--- src/rtl/sprite_pkg.sv ---
// Shared types and constants for the multi-sprite renderer: frame-table descriptor,
// signed screen-coordinate helpers and the default animation-state table.
package sprite_pkg;

  localparam int COORD_W          = 10;
  localparam int S_W              = COORD_W + 2;
  localparam int STATE_W          = 6;
  localparam int TBL_IDX_W        = 5;
  localparam int PIX_TRANSPARENT  = 0;
  localparam int ADDR_W_DEF       = 19;
  localparam int PIX_W_DEF        = 3;
  localparam int SHEET_LENGTH_DEF = 502;
  localparam int SHEET_WIDTH_DEF  = 424;
  localparam int NUM_STATES_DEF   = 17;

  typedef logic signed [S_W-1:0] scoord_t;

  typedef struct packed {
    logic [COORD_W-1:0] center_x;
    logic [COORD_W-1:0] center_y;
    logic [COORD_W-1:0] corner_x;
    logic [COORD_W-1:0] corner_y;
    logic [COORD_W-1:0] frame_x;
    logic [COORD_W-1:0] frame_y;
  } frame_desc_t;

  function automatic scoord_t to_scoord(input logic [COORD_W-1:0] c);
    return $signed({2'b00, c});
  endfunction

  // {CenterX, CenterY, CornerX, CornerY, FrameX, FrameY} per animation state
  localparam frame_desc_t DEFAULT_TABLE [NUM_STATES_DEF] = '{
    '{10'd69, 10'd22, 10'd0,   10'd0,   10'd106, 10'd108},
    '{10'd60, 10'd20, 10'd110, 10'd0,   10'd100, 10'd104},
    '{10'd55, 10'd25, 10'd215, 10'd0,   10'd96,  10'd110},
    '{10'd50, 10'd18, 10'd315, 10'd0,   10'd90,  10'd100},
    '{10'd70, 10'd22, 10'd410, 10'd0,   10'd88,  10'd106},
    '{10'd65, 10'd20, 10'd0,   10'd115, 10'd104, 10'd100},
    '{10'd60, 10'd24, 10'd110, 10'd115, 10'd98,  10'd108},
    '{10'd52, 10'd20, 10'd215, 10'd115, 10'd94,  10'd102},
    '{10'd48, 10'd22, 10'd315, 10'd115, 10'd92,  10'd104},
    '{10'd66, 10'd26, 10'd410, 10'd115, 10'd86,  10'd110},
    '{10'd62, 10'd20, 10'd0,   10'd230, 10'd100, 10'd96},
    '{10'd58, 10'd22, 10'd110, 10'd230, 10'd102, 10'd100},
    '{10'd54, 10'd18, 10'd215, 10'd230, 10'd96,  10'd104},
    '{10'd50, 10'd24, 10'd315, 10'd230, 10'd90,  10'd98},
    '{10'd68, 10'd20, 10'd410, 10'd230, 10'd88,  10'd100},
    '{10'd64, 10'd22, 10'd0,   10'd335, 10'd106, 10'd86},
    '{10'd56, 10'd20, 10'd110, 10'd335, 10'd100, 10'd88}
  };

endpackage

--- src/rtl/sprite_channel.sv ---
// One sprite channel: bounding-box test against the current frame descriptor and
// sprite-sheet address generation, registered as pipeline stage 1.
module sprite_channel
  import sprite_pkg::*;
#(
  parameter int SHEET_LENGTH = SHEET_LENGTH_DEF,
  parameter int ADDR_W       = ADDR_W_DEF
) (
  input  logic               clk_i,
  input  logic               rst_i,
  input  logic               en_i,
  input  logic               mirror_i,
  input  logic               desc_ok_i,
  input  logic [COORD_W-1:0] draw_x_i,
  input  logic [COORD_W-1:0] draw_y_i,
  input  logic [COORD_W-1:0] anchor_x_i,
  input  logic [COORD_W-1:0] anchor_y_i,
  input  frame_desc_t        desc_i,
  output logic               cand_o,
  output logic [ADDR_W-1:0]  rom_addr_o
);

  localparam logic [ADDR_W-1:0] PITCH = ADDR_W'(SHEET_LENGTH);

  scoord_t           dx, left, top, u, v;
  logic [ADDR_W-1:0] row, col, addr_d, addr_q;
  logic              cand_d, cand_q;

  // NOTE: every combinational output gets a default first, so no path can infer a latch.
  always_comb begin
    dx     = '0;
    row    = '0;
    col    = '0;
    addr_d = '0;
    if (mirror_i)
      dx = to_scoord(desc_i.center_x)
         - (to_scoord(desc_i.corner_x) + to_scoord(desc_i.frame_x) - S_W'(1));
    else
      dx = to_scoord(desc_i.corner_x) - to_scoord(desc_i.center_x);
    left = to_scoord(anchor_x_i) + dx;
    top  = to_scoord(anchor_y_i) + to_scoord(desc_i.corner_y) - to_scoord(desc_i.center_y);
    u    = to_scoord(draw_x_i) - left;
    v    = to_scoord(draw_y_i) - top;
    // Signed u/v make a box hanging off the left/top edge clip instead of wrapping.
    cand_d = en_i && desc_ok_i
          && !u[S_W-1] && (u < to_scoord(desc_i.frame_x))
          && !v[S_W-1] && (v < to_scoord(desc_i.frame_y));
    row = ADDR_W'(desc_i.corner_y) + ADDR_W'(v[COORD_W-1:0]);
    if (mirror_i)
      col = ADDR_W'(desc_i.corner_x) + ADDR_W'(desc_i.frame_x) - ADDR_W'(1)
          - ADDR_W'(u[COORD_W-1:0]);
    else
      col = ADDR_W'(desc_i.corner_x) + ADDR_W'(u[COORD_W-1:0]);
    if (cand_d)
      addr_d = row * PITCH + col;
  end

  // NOTE: sequential state uses non-blocking assignments so every flop samples pre-edge values.
  always_ff @(posedge clk_i or posedge rst_i) begin
    if (rst_i) begin
      cand_q <= 1'b0;
      addr_q <= '0;
    end else begin
      cand_q <= cand_d;
      addr_q <= addr_d;
    end
  end

  assign cand_o     = cand_q;
  assign rom_addr_o = addr_q;

endmodule

--- src/rtl/sprite_renderer.sv ---
// Multi-sprite pixel renderer: frame-latched sprite shadows, writable frame table,
// per-sprite ROM address channels and a fixed-priority transparent merge (3-cycle latency).
module sprite_renderer
  import sprite_pkg::*;
#(
  parameter int NUM_SPRITES  = 2,
  parameter int NUM_STATES   = NUM_STATES_DEF,
  parameter int SHEET_LENGTH = SHEET_LENGTH_DEF,
  parameter int SHEET_WIDTH  = SHEET_WIDTH_DEF,
  parameter int ADDR_W       = ADDR_W_DEF,
  parameter int PIX_W        = PIX_W_DEF,
  localparam int ID_W        = (NUM_SPRITES > 1) ? $clog2(NUM_SPRITES) : 1
) (
  input  logic                                  clk_i,
  input  logic                                  rst_i,
  input  logic                                  frame_start_i,
  input  logic                                  pix_in_valid_i,
  input  logic [COORD_W-1:0]                    draw_x_i,
  input  logic [COORD_W-1:0]                    draw_y_i,
  input  logic [NUM_SPRITES-1:0]                sprite_en_i,
  input  logic [NUM_SPRITES-1:0]                sprite_mirror_i,
  input  logic [NUM_SPRITES-1:0][COORD_W-1:0]   sprite_x_i,
  input  logic [NUM_SPRITES-1:0][COORD_W-1:0]   sprite_y_i,
  input  logic [NUM_SPRITES-1:0][STATE_W-1:0]   sprite_state_i,
  input  logic                                  tbl_we_i,
  input  logic [TBL_IDX_W-1:0]                  tbl_idx_i,
  input  frame_desc_t                           tbl_wdata_i,
  output logic [NUM_SPRITES-1:0][ADDR_W-1:0]    rom_addr_o,
  input  logic [NUM_SPRITES-1:0][PIX_W-1:0]     rom_data_i,
  output logic                                  pix_out_valid_o,
  output logic                                  pix_hit_o,
  output logic [ID_W-1:0]                       pix_id_o,
  output logic [PIX_W-1:0]                      pix_data_o
);

  if (SHEET_LENGTH * SHEET_WIDTH > (1 << ADDR_W)) begin : g_sheet_too_large
    $error("sprite sheet does not fit in ADDR_W address bits");
  end

  logic [NUM_SPRITES-1:0]              en_q, mirror_q;
  logic [NUM_SPRITES-1:0][COORD_W-1:0] x_q, y_q;
  logic [NUM_SPRITES-1:0][STATE_W-1:0] state_q;
  frame_desc_t                         tbl_q [NUM_STATES];
  frame_desc_t                         desc  [NUM_SPRITES];
  logic [NUM_SPRITES-1:0]              desc_ok, cand1, cand2_q;
  logic                                valid1_q, valid2_q, valid3_q;
  logic                                hit_d, hit_q;
  logic [ID_W-1:0]                     id_d, id_q;
  logic [PIX_W-1:0]                    data_d, data_q;

  // Pixels in the frame_start cycle still see the old shadows.
  always_ff @(posedge clk_i or posedge rst_i) begin
    if (rst_i) begin
      en_q     <= '0;
      mirror_q <= '0;
      x_q      <= '0;
      y_q      <= '0;
      state_q  <= '0;
    end else if (frame_start_i) begin
      en_q     <= sprite_en_i;
      mirror_q <= sprite_mirror_i;
      x_q      <= sprite_x_i;
      y_q      <= sprite_y_i;
      state_q  <= sprite_state_i;
    end
  end

  // NOTE: the table is a small register file that must start all-zero, so it is reset; large RAMs normally are not.
  always_ff @(posedge clk_i or posedge rst_i) begin
    if (rst_i) begin
      for (int j = 0; j < NUM_STATES; j++) tbl_q[j] <= '0;
    end else if (tbl_we_i) begin
      for (int j = 0; j < NUM_STATES; j++)
        if (tbl_idx_i == TBL_IDX_W'(j)) tbl_q[j] <= tbl_wdata_i;
    end
  end

  // States at or beyond NUM_STATES match no entry and leave desc_ok low.
  always_comb begin
    for (int i = 0; i < NUM_SPRITES; i++) begin
      desc[i]    = '0;
      desc_ok[i] = 1'b0;
      for (int j = 0; j < NUM_STATES; j++) begin
        if (state_q[i] == STATE_W'(j)) begin
          desc[i]    = tbl_q[j];
          desc_ok[i] = 1'b1;
        end
      end
    end
  end

  for (genvar g = 0; g < NUM_SPRITES; g++) begin : g_channel
    sprite_channel #(
      .SHEET_LENGTH (SHEET_LENGTH),
      .ADDR_W       (ADDR_W)
    ) u_channel (
      .clk_i      (clk_i),
      .rst_i      (rst_i),
      .en_i       (en_q[g]),
      .mirror_i   (mirror_q[g]),
      .desc_ok_i  (desc_ok[g]),
      .draw_x_i   (draw_x_i),
      .draw_y_i   (draw_y_i),
      .anchor_x_i (x_q[g]),
      .anchor_y_i (y_q[g]),
      .desc_i     (desc[g]),
      .cand_o     (cand1[g]),
      .rom_addr_o (rom_addr_o[g])
    );
  end

  // Descending scan: the last assignment, i.e. the lowest opaque index, wins.
  always_comb begin
    hit_d  = 1'b0;
    id_d   = '0;
    data_d = '0;
    for (int i = NUM_SPRITES - 1; i >= 0; i--) begin
      if (valid2_q && cand2_q[i] && rom_data_i[i] != PIX_W'(PIX_TRANSPARENT)) begin
        hit_d  = 1'b1;
        id_d   = ID_W'(i);
        data_d = rom_data_i[i];
      end
    end
  end

  always_ff @(posedge clk_i or posedge rst_i) begin
    if (rst_i) begin
      valid1_q <= 1'b0;
      valid2_q <= 1'b0;
      valid3_q <= 1'b0;
      cand2_q  <= '0;
      hit_q    <= 1'b0;
      id_q     <= '0;
      data_q   <= '0;
    end else begin
      valid1_q <= pix_in_valid_i;
      valid2_q <= valid1_q;
      valid3_q <= valid2_q;
      cand2_q  <= cand1;
      hit_q    <= hit_d;
      id_q     <= id_d;
      data_q   <= data_d;
    end
  end

  assign pix_out_valid_o = valid3_q;
  assign pix_hit_o       = hit_q;
  assign pix_id_o        = id_q;
  assign pix_data_o      = data_q;

endmodule

--- config.mk ---
export PLATFORM = sky130hd
export DESIGN_NAME = sprite_renderer
export DESIGN_NICKNAME = d
export VERILOG_FILES = /design/src/rtl/sprite_pkg.sv /design/src/rtl/sprite_channel.sv /design/src/rtl/sprite_renderer.sv
export SDC_FILE = /design/constraint.sdc
export NUM_CORES = 2
export LEC_CHECK = 0
export CORE_AREA = 2 2 559 450
export DETAILED_ROUTE_END_ITERATION = 12
export DIE_AREA = 0 0 561 452
export GPL_TIMING_DRIVEN = 0
export REMOVE_ABC_BUFFERS = 1
export SETUP_SLACK_MARGIN = 0.02
export SYNTH_ARGS = -nofsm -noshare
export SYNTH_HDL_FRONTEND = slang
export SYNTH_SLANG_ARGS = --single-unit
--- constraint.sdc ---
create_clock -name clk_i -period 46.6 [get_ports clk_i]
set_clock_uncertainty 0.1 [all_clocks]
set_input_delay 11.65 -clock clk_i [delete_from_list [all_inputs] [get_ports clk_i]]
set_output_delay 11.65 -clock clk_i [all_outputs]
set_load 0.02 [all_outputs]
=== After elaboration in Yosys (flattened, before gate mapping) ===
Index checks and enable logic that the tools add are counted.

* Bits in registers: 1,126
* Output and inout port bits: 44

* Add/sub/neg operators: 30
* $mul: 2
* $lt $le $gt $ge: 4
* Equal/unequal tests: 48
* Multiplexer cells: 79
* Reduce and logical (&&, ||, !) cells: 40

{| class="wikitable"
|+ Operators by type and width
! cell !! count
|-
| two-way mux 60 bit || 34
|-
| equality test 6 x 4 -> 1 bit (second input constant) || 16
|-
| two-way mux 19 bit || 4
|-
| subtractor 11 x 12 -> 12 bit || 6
|-
| adder 10 x 10 -> 11 bit || 6
|-
| adder 11 x 10 -> 12 bit || 4
|-
| equality test 6 x 3 -> 1 bit (second input constant) || 8
|-
| less-than comparator 12 x 11 -> 1 bit || 4
|-
| equality test 5 x 4 -> 1 bit (second input constant) || 8
|-
| adder 19 bit || 2
|-
| multiplier 19 x 8 -> 18 bit (second input constant) || 2
|-
| subtractor 19 x 1 -> 19 bit (second input constant) || 2
|-
| subtractor 19 bit || 2
|-
| two-way mux 1 bit || 37
|-
| AND reduction 2 bit || 17
|-
| adder 11 x 12 -> 12 bit || 2
|-
| equality test 6 x 2 -> 1 bit (second input constant) || 4
|-
| two-way mux 12 bit || 2
|-
| subtractor 12 x 11 -> 12 bit || 2
|-
| subtractor 12 x 2 -> 12 bit (second input constant) || 2
|-
| subtractor 10 x 10 -> 11 bit || 2
|-
| equality test 5 x 3 -> 1 bit (second input constant) || 4
|-
| logical AND 1 bit || 14
|-
| equality test 6 x 1 -> 1 bit (second input constant) || 2
|-
| other kinds (9) || 17
|}

=== Longest topological paths before layout ===
* Depth after elaboration: 30
* Mapped depth: 54
* Gate-level depth less buffers: 51

=== Modules after synthesis ===
Synthesis repeated with hierarchy kept, for this count alone.

* Cell total of the unflattened synthesis: 7,096
* Area, all modules: 75,297.2 sq um

{| class="wikitable"
|+ Modules (own cells, without submodules)
! module !! times used !! cells each !! area each (sq um) !! sequential area each (sq um)
|-
| sprite_renderer || 1 || 4,797 || 56,766.9 || 27,176.1
|-
| sprite_channel at g_channel[0].u_channel || 1 || 1,174 || 9,407.8 || 500.5
|-
| sprite_channel at g_channel[1].u_channel || 1 || 1,125 || 9,122.5 || 500.5
|}

=== Least setup slack after synthesis ===
OpenSTA, ideal clock, no wires.

* Kind: input to register
* From: input draw_y_i[1]
* To: register g_channel[0].u_channel.addr_q[17]
* Library setup time: 136 ps
* Arrival: 18,621 ps
* Path slack: 27,743 ps
* Stages on the path: 31
* Buffers on the path: 0
* Cells stage by stage: fa_1 fa_1 a21o_1 a21oi_1 nand2b_1 nand2b_1 a21oi_1 xnor2_1 ha_1 xnor2_1 fa_1 inv_1 fa_1 fa_1 inv_1 ha_1 inv_1 o21bai_1 a21oi_1 o21bai_1 a211o_1 a2111oi_0 or3_1 xnor2_1 ha_1 nand3_1 nand2_1 a41o_1 o21ai_0 nor3b_1 nor3_1

* Cells in the longest elaborated chain, start to end: 5
* Elaborated cells on any way between the ends: 9
* Those cells by class: 3 x add/sub; 1 x mul; 1 x order compare; 1 x mux; 3 x reduce/logical

{| class="wikitable"
|+ Ends and longest elaborated chain
! element !! line !! RTL
|-
| start: declaration || sprite_renderer.sv:19 || <nowiki>input logic [COORD_W-1:0] draw_y_i,</nowiki>
|-
| subtractor 11 x 12 -> 12 bit (*) || sprite_channel.sv:43 || <nowiki>v = to_scoord(draw_y_i) - top;</nowiki>
|-
| adder 11 x 10 -> 12 bit / logical NOT 1 bit (equally long branches) || sprite_channel.sv:48, sprite_channel.sv:47 ||
|-
| multiplier 19 x 8 -> 18 bit / logical AND 1 bit (equally long branches) || sprite_channel.sv:55, sprite_channel.sv:47 ||
|-
| adder 19 bit / logical AND 1 bit (equally long branches) || sprite_channel.sv:55, sprite_channel.sv:47 ||
|-
| two-way mux 19 bit (*) || sprite_channel.sv:54 || <nowiki>if (cand_d)</nowiki>
|-
| net g_channel[0].u_channel.addr_d[17] || sprite_channel.sv:26 || <nowiki>logic [ADDR_W-1:0] row, col, addr_d, addr_q;</nowiki>
|-
| end signal: assignment || sprite_channel.sv:65 || <nowiki>addr_q <= addr_d;</nowiki>
|-
| end: declaration || sprite_channel.sv:26 ||
|}

Mark *: on every way through the listed nets, which the timed path passes. The rest lies on a longest branch.
A chain may end at the register's enable or synchronous reset.

=== Final worst setup path ===
* From: input draw_y_i[1]
* To: register g_channel[1].u_channel.addr_q[15]

* Cells in the longest elaborated chain, start to end: 5
* Elaborated cells on any way between the ends: 9
* Those cells by class: 3 x add/sub; 1 x mul; 1 x order compare; 1 x mux; 3 x reduce/logical

{| class="wikitable"
|+ Ends and longest elaborated chain
! element !! line
|-
| subtractor 11 x 12 -> 12 bit (*) || sprite_channel.sv:43
|-
| adder 11 x 10 -> 12 bit / logical NOT 1 bit (equally long branches) || sprite_channel.sv:48, sprite_channel.sv:47
|-
| multiplier 19 x 8 -> 18 bit / logical AND 1 bit (equally long branches) || sprite_channel.sv:55, sprite_channel.sv:47
|-
| adder 19 bit / logical AND 1 bit (equally long branches) || sprite_channel.sv:55, sprite_channel.sv:47
|-
| two-way mux 19 bit (*) || sprite_channel.sv:54
|-
| net g_channel[1].u_channel.addr_d[15] || sprite_channel.sv:26
|-
| end signal: assignment || sprite_channel.sv:65
|-
| end: declaration || sprite_channel.sv:26
|}

Marked as above.

==> metrics.csv <==
stage,metric,value,unit
grt,largest net degree at the start of global routing,130,
routing,Vias/cell,5.76,
setup_path,nature of the critical path startpoint,primary input,
setup_path,worst endpoint required time,47.21,ns
clocking,post-CTS sizing,0,
clocking,CTS buffer count,115,
floorplanning,Die Footprint,254000,µm²
hold_path,Hold Crit Endpoint,valid2_q,
timing,Final Hold Viols,0,
routing,drt pass-1 iters,7,
clocking,setup repair bufs after CTS,0,
synth,Mapped Area,73900,µm²
synth,Cell variety after synth,95,
synth,Synth Flop Type,dfrtp_1,
setup_path,reg2reg end,g_channel[1].u_channel.rom_addr_o[15],
clocking,CTS tree,built,
clocking,Post-CTS Hold Buffers,0,
cells_and_area,Area Overhead vs Synth,16.2,%
setup_path,R2R setup slack,31.90,ns
grt,antenna violations before repair,40,
setup_path,Worst R2R Path Depth,48,
synth,#FFs+latches synth,1126,
routing,DR WL/cell,27.7,µm
floorplanning,Initial Util,0.298,
timing,unrepaired setup endpoints after global routing,false,
floorplanning,io pins,196,
floorplanning,Rows,164,
floorplanning,die width,561,µm
setup_path,Max stage delay on crit path,0.81,ns
run_status,outcome,finished with violations,
cells_and_area,Fillers,24544,
grt,first-pass GRT wire length,418,mm
setup_path,CP endpoint kind,flop,
clocking,clock slew at reported path FFs,0.06,ns
routing,"antenna viol nets, final",0,
synth,Synth warnings,0,
floorplanning,core area,248000,µm²
clocking,H-Tree Depth,3,
synth,Mapped Cells,6953,
run_status,failing checks,"capacitance limit, slew limit",
hold_path,WHS Path Cells,0,
clocking,# clock sinks,1126,
routing,DR iter-0 viols,7513,
synth,number of synthesized flops with an enable pin,0,
placement,Buffers on Ports,195,
setup_path,Critical Path Most Common Cell,fa_1,
cells_and_area,"most common cell after layout, fill and taps aside",mux2_2,
clocking,clock latency on the worst-skew pair,0.81,ns
floorplanning,Die Height,452,µm
cells_and_area,fraction of layout cells with a size suffix above 1,0.249,
clocking,CTS Buffer Depth,3,
setup_path,"Max FO, Critical Path",6,
routing,via count,60017,
timing,slew margin rel.,-0.0187,
timing,Max Freq,50.3,MHz
timing,min cycle time layout,19.90,ns
synth,mean post-synth cell area,10.6,µm²
cells_and_area,Final nets,7656,
clocking,clk root buf,clkbuf_16,
timing,actual slew at the worst max-slew pin,1.51,ns
timing,setup violators final,0,
placement,routability congestion estimate,0.907,
routing,drc violations,0,
synth,Async SR Flop Fraction,1.00,
placement,dpl hpwl,204,mm
setup_path,critical path data arrival time,20.51,ns
hold_path,worst hold start,valid1_q,
grt,total gr overflow,0,
grt,vias in the first global route,59393,
grt,Total GRT Usage,0.222,
setup_path,Reg-to-Reg Start,state_q[6],
timing,final setup TNS,0,ns
synth,sequential-to-total area share from yosys stat,0.381,
setup_path,crit path max-delay cell type,xnor2_1,
hold_path,Hold Crit Class,flop to flop,
timing,"Slew Viols, Final",3,
timing,Tcrit/Tclk final,0.427,
routing,DRT Wirelength,289,mm
run,maxcap violations,5,
cells_and_area,most frequent cells in the layout,"mux2_2, dfrtp_1, a21oi_1",
setup_path,critical path type,primary input to flop,
==> routing by layer <==
| layer | GRT usage | up-vias | wire, µm |
|---|---|---|---|
| li1 | - | 25263 | - |
| met1 | 0.293 | 30458 | 115000 |
| met2 | 0.327 | 3461 | 122000 |
| met3 | 0.0630 | 811 | 33800 |
| met4 | 0.120 | 24 | 17600 |
| met5 | 0 | - | 164 |
==> critical path: cells and delay by family <==
family / cells / cell delay, ns
AO/OA/AOI/OAI: 11 / 2.32
adder cells (fa/ha/maj): 8 / 3.53
AND/OR/NAND/NOR: 7 / 0.99
XOR/XNOR: 3 / 1.14
buffers and inverters: 5 / 0.85
==> per-stage QoR <==
step                 util  instances  setup slack (ns)  cell area, µm²  hold WS, ns
finish              0.346      10413             26.70           85900        0.248
global route        0.346      10408             26.01           85900        0.253
CTS                 0.346      10399             26.79           85800        0.250
detailed placement  0.330      10192             25.99           82000        0.240
global placement    0.315      10001            -10.33           78100        0.234
floorplan               -       6486              3.14           72000        0.231
==> registers in the layout, summed over array words and instances (netlist names) <==
signal and flops:
g_channel.u_channel.rom_addr_o 38, x_q 20, tbl_q 1020, mirror_q 2, valid1_q 1, pix_data_o 3
pix_hit_o 1, state_q 12, y_q 20, en_q 2, pix_id_o 1, g_channel.u_channel.cand_o 2
valid2_q 1, cand2_q 2, pix_out_valid_o 1
==> synth_stat cells (all sizes together) (24+ instances only) <==
| master | instances | area share |
|---|---|---|
| nand2b | 33 | 0.0028 |
| o21bai | 34 | 0.0035 |
| nand3 | 49 | 0.0033 |
| a21o | 80 | 0.0081 |
| nand2 | 375 | 0.019 |
| mux2 | 1164 | 0.18 |
| nor3 | 46 | 0.0034 |
| a31oi | 36 | 0.0032 |
| clkbuf | 274 | 0.014 |
| mux2i | 185 | 0.025 |
| o221ai | 27 | 0.0033 |
| o21a | 43 | 0.0044 |
| a221o | 24 | 0.0032 |
| xor2 | 67 | 0.0079 |
| o21ai | 426 | 0.029 |
| dfrtp | 1126 | 0.38 |
| o22ai | 107 | 0.0091 |
| mux4 | 113 | 0.034 |
| a221oi | 71 | 0.0084 |
| nor2 | 430 | 0.022 |
| o211ai | 27 | 0.0028 |
| inv | 416 | 0.021 |
| ha | 362 | 0.061 |
| a222oi | 37 | 0.0050 |
| a211oi | 43 | 0.0044 |
| nor2b | 41 | 0.0035 |
| xnor2 | 139 | 0.017 |
| a21oi | 504 | 0.034 |
| buf | 193 | 0.012 |
| fa | 152 | 0.041 |
| a22oi | 83 | 0.0084 |
==> logic make-up after synthesis <==
family                     share of synthesized area
AOI/OAI and AO/OA                              0.144
xor gates and xnor gates                      0.0252
adders and majority gates                      0.102
buffers and inverters                         0.0473
DFF                                            0.381
muxes                                          0.237
and+or+nand+nor                               0.0637
==> how the worst max path moves through the flow <==
stage	from	slack, ns	end	cells after the start
floorplan	rst_i	3.14	cand2_q[0]	1
global placement	rst_i	-10.33	y_q[5]	2
detailed placement	draw_y_i[1]	25.99	g_channel[1].u_channel.rom_addr_o[18]	32
CTS	draw_y_i[1]	26.79	g_channel[1].u_channel.rom_addr_o[15]	34
global route	draw_y_i[1]	26.01	g_channel[0].u_channel.rom_addr_o[17]	37
finish	draw_y_i[1]	26.70	g_channel[1].u_channel.rom_addr_o[15]	34
==> cell type report <==
cell class	count	area, µm²	share of cell area
multi-input cells	4943	42700	0.497
flip-flops and latches	1126	28200	0.328
repair buffers	387	5480	0.0638
well taps	3320	4150	0.0484
clock buffers	171	3360	0.0391
inverters	417	1580	0.0184
clock inverters	36	423	0.00492
diodes	13	32.5	0.000379
Power is left out: the tool's default activity adds up to more than one toggle a clock period on the data nets, which glitch-free logic cannot reach.
